### src/rtl/cheat_engine_pipe.sv
// -----------------------------------------------------------------------------
// cheat_engine_pipe
//
// Patches CPU read data for addresses that match loaded cheat codes. It sits
// between the read-data mux and the CPU and adds two register stages.
//
// Optional feature: define CHEAT_ENGINE_HIT_STATS_EN to add the hit_count
// output, a saturating count of output words that were patched.
//
// Ports
//   clk, reset     clock; synchronous active-high reset
//   clear          soft clear: empties the code table and clears the flags
//   enable         apply codes to reads (sampled in stage 1)
//   code           {strobe, flags[31:0], addr[31:0], compare[31:0], value[31:0]}
//   code_ack/rej   one-cycle pulses for an accepted or rejected code
//   overflow       sticky: a code arrived while the table was full
//   code_count     number of slots in use; available = code_count != 0
//   rd_valid_in, addr_in, data_in     raw read word
//   rd_valid_out, data_out, hit       patched word, two cycles later
//   hit_count      (optional) saturating count of patched output words
// -----------------------------------------------------------------------------
module cheat_engine_pipe #(
    parameter int  ADDR_WIDTH = 16,
    parameter int  DATA_WIDTH = 16,
    parameter int  MAX_CODES  = 32,
    localparam int LANES      = DATA_WIDTH / 8,
    localparam int CW         = $clog2(MAX_CODES + 1)
) (
    input  logic                  clk,
    input  logic                  reset,
    input  logic                  clear,
    input  logic                  enable,
    input  logic [128:0]          code,
    output logic                  code_ack,
    output logic                  code_rej,
    output logic                  overflow,
    output logic [CW-1:0]         code_count,
    output logic                  available,
    input  logic                  rd_valid_in,
    input  logic [ADDR_WIDTH-1:0] addr_in,
    input  logic [DATA_WIDTH-1:0] data_in,
    output logic                  rd_valid_out,
    output logic [DATA_WIDTH-1:0] data_out,
    output logic                  hit
`ifdef CHEAT_ENGINE_HIT_STATS_EN
    ,
    output logic [15:0]           hit_count
`endif
);

    localparam int LB = (LANES > 1) ? $clog2(LANES) : 0;

    // Widen a per-byte lane mask into a per-bit mask.
    function automatic logic [DATA_WIDTH-1:0] lane_bits(input logic [LANES-1:0] m);
        logic [DATA_WIDTH-1:0] r;
        for (int l = 0; l < LANES; l++) r[l*8 +: 8] = {8{m[l]}};
        return r;
    endfunction

    // ---------------- code table ----------------
    logic [LANES-1:0]      s_lmask  [MAX_CODES];
    logic [DATA_WIDTH-1:0] s_value  [MAX_CODES];
    logic [DATA_WIDTH-1:0] s_cmp    [MAX_CODES];
    logic [ADDR_WIDTH-1:0] s_addr   [MAX_CODES];
    logic [1:0]            s_method [MAX_CODES];
    logic                  s_comp   [MAX_CODES];

    // ---------------- loader decode ----------------
    logic                  strobe_q;
    logic                  strobe_edge;
    logic [2:0]            ld_width;
    logic [1:0]            ld_method;
    logic                  ld_comp;
    logic [31:0]           ld_addr;
    logic                  ld_fmt_ok;
    logic                  table_full;
    logic                  ld_accept;
    int                    ld_lane;
    logic [LANES-1:0]      ld_lmask;
    logic [DATA_WIDTH-1:0] ld_value;
    logic [DATA_WIDTH-1:0] ld_cmp;

    assign strobe_edge = code[128] & ~strobe_q;
    assign ld_width    = code[102:100];
    assign ld_method   = code[105:104];
    assign ld_comp     = code[96];
    assign ld_addr     = code[95:64];
    assign table_full  = (code_count == CW'(MAX_CODES));
    assign ld_accept   = strobe_edge & ld_fmt_ok & ~table_full & ~reset & ~clear;
    assign available   = (code_count != '0);

    // Flag bits without a function today, kept only so every code bit has a sink.
    logic unused_code_bits;
    assign unused_code_bits = ^{code[127:106], code[103], code[99:97], ld_addr};

    // NOTE: every variable assigned in always_comb gets a default first, so
    // no path leaves it holding its old value (which would infer a latch);
    // blocking '=' is right here because later lines read earlier results.
    always_comb begin
        ld_fmt_ok = 1'b0;
        ld_lane   = int'(ld_addr[1:0]) % LANES;
        ld_lmask  = '0;
        ld_value  = '0;
        ld_cmp    = '0;
        case (ld_width)
            3'd1:    ld_fmt_ok = 1'b1;
            3'd2:    ld_fmt_ok = (LANES >= 2) && !ld_addr[0];
            3'd4:    ld_fmt_ok = (LANES >= 4) && (ld_addr[1:0] == 2'b00);
            default: ld_fmt_ok = 1'b0;
        endcase
        // Place the value/compare bytes into the lanes the code covers.
        for (int l = 0; l < LANES; l++) begin
            if (l >= ld_lane && l < ld_lane + int'(ld_width)) begin
                ld_lmask[l]       = 1'b1;
                ld_value[l*8 +: 8] = code[(l - ld_lane)*8 +: 8];
                ld_cmp[l*8 +: 8]   = code[32 + (l - ld_lane)*8 +: 8];
            end
        end
    end

    // NOTE: sequential state uses non-blocking '<=' so all registers update
    // together from pre-edge values, independent of statement order.
    always_ff @(posedge clk) begin
        if (reset || clear) begin
            strobe_q   <= 1'b0;
            code_count <= '0;
            code_ack   <= 1'b0;
            code_rej   <= 1'b0;
            overflow   <= 1'b0;
        end else begin
            strobe_q <= code[128];
            code_ack <= 1'b0;
            code_rej <= 1'b0;
            if (strobe_edge) begin
                if (ld_accept) begin
                    code_count <= code_count + CW'(1);
                    code_ack   <= 1'b1;
                end else begin
                    code_rej <= 1'b1;
                    if (table_full) overflow <= 1'b1;
                end
            end
        end
    end

    // NOTE: slot contents are not reset; a slot is only consulted when its
    // index is below code_count, so clearing the count is enough.
    always_ff @(posedge clk) begin
        for (int i = 0; i < MAX_CODES; i++) begin
            if (ld_accept && CW'(i) == code_count) begin
                s_lmask[i]  <= ld_lmask;
                s_value[i]  <= ld_value;
                s_cmp[i]    <= ld_cmp;
                s_addr[i]   <= ld_addr[ADDR_WIDTH-1:0];
                s_method[i] <= ld_method;
                s_comp[i]   <= ld_comp;
            end
        end
    end

    // ---------------- stage 1: match ----------------
    logic [MAX_CODES-1:0]  hitvec;
    logic [MAX_CODES-1:0]  s1_hit;
    logic [DATA_WIDTH-1:0] s1_data;
    logic                  s1_valid;

    always_comb begin
        hitvec = '0;
        for (int i = 0; i < MAX_CODES; i++) begin
            hitvec[i] = enable && rd_valid_in && (i < int'(code_count))
                     && ((addr_in >> LB) == (s_addr[i] >> LB))
                     && (!s_comp[i]
                         || ((data_in ^ s_cmp[i]) & lane_bits(s_lmask[i])) == '0);
        end
    end

    always_ff @(posedge clk) begin
        if (reset) begin
            s1_valid <= 1'b0;
            s1_data  <= '0;
            s1_hit   <= '0;
        end else begin
            s1_valid <= rd_valid_in;
            s1_data  <= data_in;
            s1_hit   <= clear ? '0 : hitvec;
        end
    end

    // ---------------- stage 2: patch ----------------
    // The word sitting in stage 1 while clear is high loses its hits too.
    logic [MAX_CODES-1:0]  s1_eff;
    logic [DATA_WIDTH-1:0] s2_word;
    logic [DATA_WIDTH-1:0] s2_f;
    logic [DATA_WIDTH-1:0] s2_bm;

    assign s1_eff = clear ? '0 : s1_hit;

    // Ascending slot order: a later replace wins, OR/AND/XOR compose in order.
    always_comb begin
        s2_word = s1_data;
        s2_f    = '0;
        s2_bm   = '0;
        for (int i = 0; i < MAX_CODES; i++) begin
            if (s1_eff[i]) begin
                s2_bm = lane_bits(s_lmask[i]);
                case (s_method[i])
                    2'd0:    s2_f = s_value[i];
                    2'd1:    s2_f = s2_word | s_value[i];
                    2'd2:    s2_f = s2_word & s_value[i];
                    default: s2_f = s2_word ^ s_value[i];
                endcase
                s2_word = (s2_word & ~s2_bm) | (s2_f & s2_bm);
            end
        end
    end

    always_ff @(posedge clk) begin
        if (reset) begin
            rd_valid_out <= 1'b0;
            data_out     <= '0;
            hit          <= 1'b0;
        end else begin
            rd_valid_out <= s1_valid;
            data_out     <= s2_word;
            hit          <= |s1_eff;
        end
    end

`ifdef CHEAT_ENGINE_HIT_STATS_EN
    always_ff @(posedge clk) begin
        if (reset || clear) begin
            hit_count <= '0;
        end else if (rd_valid_out && hit && hit_count != 16'hFFFF) begin
            hit_count <= hit_count + 16'd1;
        end
    end
`endif

endmodule

### config.mk
export PLATFORM = sky130hd
export DESIGN_NAME = cheat_engine_pipe
export DESIGN_NICKNAME = d
export VERILOG_FILES = /design/src/rtl/cheat_engine_pipe.sv
export SDC_FILE = /design/constraint.sdc
export NUM_CORES = 2
export LEC_CHECK = 0
export CORE_ASPECT_RATIO = 1.1
export CORE_MARGIN = 2
export CORE_UTILIZATION = 35
export DETAILED_ROUTE_END_ITERATION = 7
export GPL_TIMING_DRIVEN = 0
export HOLD_SLACK_MARGIN = 0.02
export SLEW_MARGIN = 20
export SYNTH_ARGS = -nofsm -noshare
export SYNTH_HDL_FRONTEND = slang
export SYNTH_SLANG_ARGS = --single-unit
### constraint.sdc
create_clock -name clk -period 72.8 [get_ports clk]
set_clock_uncertainty 0.15 [all_clocks]
set_input_delay 21.84 -clock clk [delete_from_list [all_inputs] [get_ports clk]]
set_output_delay 21.84 -clock clk [all_outputs]
set_load 0.01 [all_outputs]
* Word level (Yosys, flattened, before mapping)
Memories as Yosys holds them, arrays and structs flattened. Index checks and enable logic that the tools add are counted.
Storage, ports and cells: register bits 77, memory bits (writable) 1696, input bits 166, output and inout port bits 28, word-level logic and storage cells 1674, memories 6
Cells by class: add/subtract/negate cells 6, order comparisons 36, eq/ne operators 130, shift-type cells 4, multiplexer cells 728, bitwise logic cells 299, reductions and logical operators 454
Memories:
- s_addr | words 32, width 16, rd ports 32, clocked after memory_dff 0, wr ports 1, RTL line 64 | logic [ADDR_WIDTH-1:0] s_addr [MAX_CODES];
- s_cmp | words 32, width 16, rd ports 32, clocked after memory_dff 0, wr ports 1, RTL line 63 | logic [DATA_WIDTH-1:0] s_cmp [MAX_CODES];
- s_value | words 32, width 16, rd ports 32, clocked after memory_dff 0, wr ports 1, RTL line 62 | logic [DATA_WIDTH-1:0] s_value [MAX_CODES];
- s_lmask | words 32, width 2, rd ports 32, clocked after memory_dff 0, wr ports 1, RTL line 61 | logic [LANES-1:0] s_lmask [MAX_CODES];
- s_method | words 32, width 2, rd ports 32, clocked after memory_dff 0, wr ports 1, RTL line 65 | logic [1:0] s_method [MAX_CODES];
- s_comp | words 32, width 1, rd ports 32, clocked after memory_dff 0, wr ports 1, RTL line 66 | logic s_comp [MAX_CODES];
Operators with widths (count):
- 16-bit 2-to-1 mux | 157
- 16-bit bitwise AND | 128
- 16-bit case mux with 3 select lines | 32
- 16-bit OR reduction | 93
- 16-bit bitwise OR | 64
- 16-bit XOR | 64
- 5-bit 2-to-1 mux | 186
- 16-bit logical NOT | 32
- 16-bit inverter | 32
- 15-bit equality test | 32
- 1-bit 2-to-1 mux | 285
- 129-bit by 5-bit indexed part select with 8-bit output | 2
- 129-bit by 8-bit indexed part select with 8-bit output | 2
- 1-bit logical AND | 131
- 2-bit OR reduction | 64
- 2-bit 2-to-1 mux | 62
- 5-bit by 6-bit equality test with 1-bit output (first input constant) | 16
- 5-bit by 6-bit less-than comparator with 1-bit output (first input constant) | 16
- 2-bit by 1-bit equality test with 1-bit output (second input constant) | 32
- 2-bit equality test (second input constant) | 32
- 2-bit logical NOT | 32
- 4-bit by 6-bit equality test with 1-bit output (first input constant) | 8
- 4-bit by 6-bit less-than comparator with 1-bit output (first input constant) | 8
- 1-bit logical NOT | 33
- 28 further kinds | 114

* Logic depth before layout (Yosys ltp)
An unclocked memory read counts as a cell.
word-level depth 193, mapped depth 192, depth with buffers taken out 192

* Worst setup path after synthesis
Ideal clock, no wire load.
path kind input -> register, start point in clear, end point reg data_out[12], library setup time 0.137 ns, arrival 52.866 ns, required time 72.513 ns, setup slack 19.647 ns, stages 149, path through buf_6 -> buf_6 -> nand3b_4 -> o21ai_1 -> ha_1 -> mux4_2 -> nand2_1 -> o21a_1 -> ha_1 -> mux4_2 -> nor2_1 -> a21oi_1 -> inv_1 -> ha_1 -> mux4_2 -> nor2_1 -> a21oi_1 -> inv_1 -> [113 not listed] -> ha_1 -> mux4_2 -> o21a_1 -> o31ai_1 -> ha_1 -> mux4_2 -> nor2_1 -> a21oi_1 -> nand2_1 -> ha_1 -> mux2_2 -> nand2_1 -> a21oi_1 -> a31oi_2 -> ha_1 -> mux4_2 -> nor2_1 -> a211oi_1
Between the ends: longest elaborated chain between the ends 188
Ends and longest elaborated chain:
- from (decl) | RTL line 31 | input logic clear,
- 32-bit 2-to-1 mux (*) | RTL line 196 | assign s1_eff = clear ? '0 : s1_hit;
- 16-bit 2-to-1 mux | RTL line 204 | if (s1_eff[i]) begin
- 16-bit XOR, or another cell as far along | RTL line 210 | default: s2_f = s2_word ^ s_value[i];
- 16-bit case mux with 3 select lines | RTL line 206 | case (s_method[i])
- 16-bit 2-to-1 mux | RTL line 204
- 16-bit bitwise AND | RTL line 212 | s2_word = (s2_word & ~s2_bm) | (s2_f & s2_bm);
- 16-bit bitwise OR | RTL line 212
- 16-bit 2-to-1 mux | RTL line 204
- [172 not listed]
- 16-bit bitwise OR | RTL line 212
- 16-bit 2-to-1 mux | RTL line 204
- 16-bit XOR, or another cell as far along | RTL line 210
- 16-bit case mux with 3 select lines | RTL line 206
- 16-bit 2-to-1 mux | RTL line 204
- 16-bit bitwise AND | RTL line 212
- 16-bit bitwise OR | RTL line 212
- 16-bit 2-to-1 mux (*) | RTL line 204
- to (signal assigned) | RTL line 224 | data_out <= s2_word;
- to (decl) | RTL line 43 | output logic [DATA_WIDTH-1:0] data_out,
Mark *: on every way between the ends. The rest lies on a longest branch, timed or not. The select of a mux whose other input is x is not followed. A chain may end at the register's enable or synchronous reset.

* Worst setup path after layout
Ends and elaborated chain as after synthesis.

==> impl_summary.txt <==
----------------------------------------------------
[Clock tree]
  Number of buffers created by CTS ... 196
  Number of H-tree levels ... 4
  TritonCTS clock tree ... done
  Clock input transition at the sequential cells of the worst setup and hold paths ... 60 ps
  Clock Path Buffers ... 3
  Clock latency of the later-clocked register in the worst-skew pair ... 910 ps
  CTS sink cnt ... 1741
  Root cell of the clock tree ... sky130_fd_sc_hd__clkbuf_16
  CTS Hold Bufs ... 0
  Post-CTS Resized ... 0
  Number of setup buffers added after CTS ... 0

[Floorplanning]
  Placement Rows ... 212
  Die Footprint ... 0.308 sq mm
  Die height ... 582 um
  Width of the die ... 529 um
  Number of top-level pins ... 194
  Total core area ... 0.303 sq mm
  Initial standard-cell utilization of the core ... 0.351

[Finish]
  Final net count ... 10.3k
  Sequential cell area ... 0.0515 sq mm
  Multi-input gate area ... 0.0478 sq mm
  Relative area change from synthesis to final layout ... 15.0%
  Fill cells ... 28.1k
  Utilization of the core after routing ... 0.404
  Fraction of layout cells with a size suffix above 1 ... 0.146

[Place]
  Pre-CTS setup slack ... 13560 ps
  Final RePlAce weighted congestion ... 0.879
  Port Buf Inserts ... 87
  Final HPWL DP ... 249 mm

[Logic synthesis]
  Count of distinct cell types in the synthesized netlist ... 123
  Number of synthesized flops with an enable pin ... 1664
  Number of register bits inferred by synthesis ... 1741
  Top cells by area, synth ... sky130_fd_sc_hd__edfxtp_1, sky130_fd_sc_hd__ha_1, sky130_fd_sc_hd__mux4_2
  Cell count after synthesis ... 8719
  Per-instance average area after synthesis ... 12.2 sq um
  Commonest cells post-synth ... sky130_fd_sc_hd__edfxtp_1, sky130_fd_sc_hd__inv_1, sky130_fd_sc_hd__ha_1, sky130_fd_sc_hd__xnor2_1, sky130_fd_sc_hd__mux4_2
  Dominant synthesized flop cell ... sky130_fd_sc_hd__edfxtp_1
  Async set-or-reset flop fraction in the synthesized netlist ... 0
  Leading area contributor after synthesis ... sky130_fd_sc_hd__edfxtp_1
  Share of synthesized area occupied by flip-flops and latches ... 0.485
  Fraction of synthesized cell area taken by the top area cell type ... 0.470
  Warning count from the yosys run ... 0
  Most common cell in the synthesized netlist ... sky130_fd_sc_hd__edfxtp_1
  Area of the mapped netlist ... 0.106 sq mm
  Net Count, Synth ... 9914

[Route]
  DRC marker count from the first detailed-route iteration ... 7221
  First-pass iteration count of the detailed router ... 5
  Number of nets with antenna violations after routing ... 0
  Top routing layer in use ... met5
  Sum of routed wire length over all layers ... 337 mm
  Total vias in the final route ... 72.0k
  Routed met1 length ... 135 mm
  Residual DRC ... 0
  Met2 wirelength from detailed routing ... 165 mm
  Ratio of routed vias to standard cells ... 5.38
  Final routed wire length divided by cell count ... 25.2 um
  Met3 WL post-DR ... 23.7 mm

[Critical path]
  Worst Setup Path Type ... in -> reg
  CP Data Required Time ... 73350 ps
  Startpoint class of the critical path ... primary input
  Worst path slowest cell ... sky130_fd_sc_hd__a21boi_0
  Data arrival time of the critical path ... 59070 ps
  Crit path max fanout ... 10
  Category of the worst setup path capture point ... flip-flop
  Cell mode on critical path ... sky130_fd_sc_hd__ha_1
  Largest incremental delay on the critical path ... 770 ps

[GRT]
  Antenna violations before repair ... 19
  Via count of the first global-routing pass ... 71.7k
  Global-route wire length before repair ... 486 mm
  Grt total ovfl ... 0
  All-Layer GR Usage ... 0.215
  Pin count of the biggest net entering global routing ... 33

[Timing]
  Normalized max-slew margin ... 0.133
  Worst hold-check slack ... 266 ps
  Setup slack after layout ... 14290 ps
  Unrepaired setup endpoints after global routing ... no
  Hold Fails Final Rpt ... 0
  Sum of negative setup slack ... 0 ps
  Period Utilization, post-route ... 0.804
  Final max-slew violation count ... 0
  Transition time at the pin with the least slew margin ... 1300 ps
  Final setup violating endpoints ... 0
  Post-layout minimum cycle time ... 58510 ps
  Max frequency ... 17.1 MHz

[Pwr]
  Total power of the final layout ... 0.00234 W
  Total power density per cell area ... 19.2 mW/mm^2
  Max IR drop VDD ... 0.0000342 V
  Leakage power figure ... 47.2 nW

[Run]
  Number of max-cap violations ... 0

[Worst hold path]
  Worst hold-check path type ... reg -> reg

[Status]
  Status ... completed

----------------------------------------------------
-- path summary, 6_finish.rpt --
check,from,endpoint,slack [ps],cells past startpoint
worst min-delay path,s_comp[1][11]$_DFFE_PP_,s1_hit[27]$_SDFF_PP0_,270,1
worst min register to register,s_comp[1][11]$_DFFE_PP_,s1_hit[27]$_SDFF_PP0_,270,1
worst max register to register,s_value[0][12]$_DFFE_PP_,data_out[12]$_SDFF_PP0_,35400,149
worst max-delay path,clear,data_out[12]$_SDFF_PP0_,14290,150
-- cell type report --
class                   count  area share
clock inverters           119      0.0133
repair buffers            219      0.0284
multi-input cells        5119       0.391
clock buffers             249      0.0432
diodes                     12    0.000246
plain buffers             405      0.0157
flip-flops and latches   1741       0.421
inverters                1454      0.0446
well taps                4066      0.0416
-- metal layers --
metal,track usage,vias up
met5,0,-
met3,0.0307,612
met2,0.366,2804
met1,0.276,37100
li1,-,31500
met4,0.0796,8
-- power by group --
group          leakage, nW  internal (W)  switching, W  total, W
clock network         3.35      0.000618      0.000446   0.00106
registers             15.0       0.00110   0.000000651   0.00110
logic                 28.9     0.0000623      0.000114  0.000176
total                 47.2       0.00178      0.000560   0.00234
-- critical path: cells and delay by family --
kind                       cells  cell delay (ps)
muxes                         32            14380
AOI/OAI and AO/OA             38             8890
adders and majority gates     31             7820
and+or+nand+nor               33             3760
buffers and inverters         16             2330
-- metrics by stage --
step / instance area (sq um) / cells
2_1_floorplan: 106000 / 8719
3_3_place_gp: 112000 / 12900
3_5_place_dp: 115000 / 13000
4_1_cts: 122000 / 13400
5_1_grt: 122000 / 13400
6_report: 122000 / 13400
-- placed cells by master (no fill, tap or decap), types with 39 or more instances in the layout --
cell                              instances
sky130_fd_sc_hd__buf_2                  138
sky130_fd_sc_hd__nand4_1                197
sky130_fd_sc_hd__o21ai_0                234
sky130_fd_sc_hd__ha_1                  1029
sky130_fd_sc_hd__xnor2_1                677
sky130_fd_sc_hd__clkbuf_1               210
sky130_fd_sc_hd__xor2_1                 318
sky130_fd_sc_hd__nand3_1                 54
sky130_fd_sc_hd__inv_1                 1442
sky130_fd_sc_hd__mux4_2                 462
sky130_fd_sc_hd__nand2_1                422
sky130_fd_sc_hd__o21a_1                  44
sky130_fd_sc_hd__clkdlybuf4s50_1         69
sky130_fd_sc_hd__nor4_1                  91
sky130_fd_sc_hd__nor2_4                  46
sky130_fd_sc_hd__clkbuf_16              200
sky130_fd_sc_hd__a211oi_1                74
sky130_fd_sc_hd__edfxtp_1              1664
sky130_fd_sc_hd__a21o_1                  44
sky130_fd_sc_hd__buf_12                  87
sky130_fd_sc_hd__a21oi_1                250
sky130_fd_sc_hd__nor3_1                  51
sky130_fd_sc_hd__nor2_1                 409
sky130_fd_sc_hd__clkinv_2                40
sky130_fd_sc_hd__o21ai_1                 39
sky130_fd_sc_hd__buf_1                   58
sky130_fd_sc_hd__dfxtp_1                 77
-- kinds of logic (layout without fill, tap and decap cells) --
group                      count (synthesis)  in the layout  share of synthesized area
xor gates and xnor gates                 995            995                     0.0820
buffers and inverters                   1859           2446                     0.0691
DFF                                     1741           1741                      0.485
adders and majority gates               1029           1029                      0.121
AOI/OAI and AO/OA                       1052           1052                     0.0687
other                                      0             12                          0
muxes                                    536            536                      0.105
and+or+nand+nor                         1507           1507                     0.0691
-- registers in the layout (all words and copies together) (netlist names), 6 cells and up --
register    count
data_out       16
s_cmp         512
s1_hit         32
s_comp         32
s_addr        480
s_method       64
s1_data        16
s_lmask        64
s_value       512
code_count      6
Note: power is estimated with default switching activity, not from simulation.
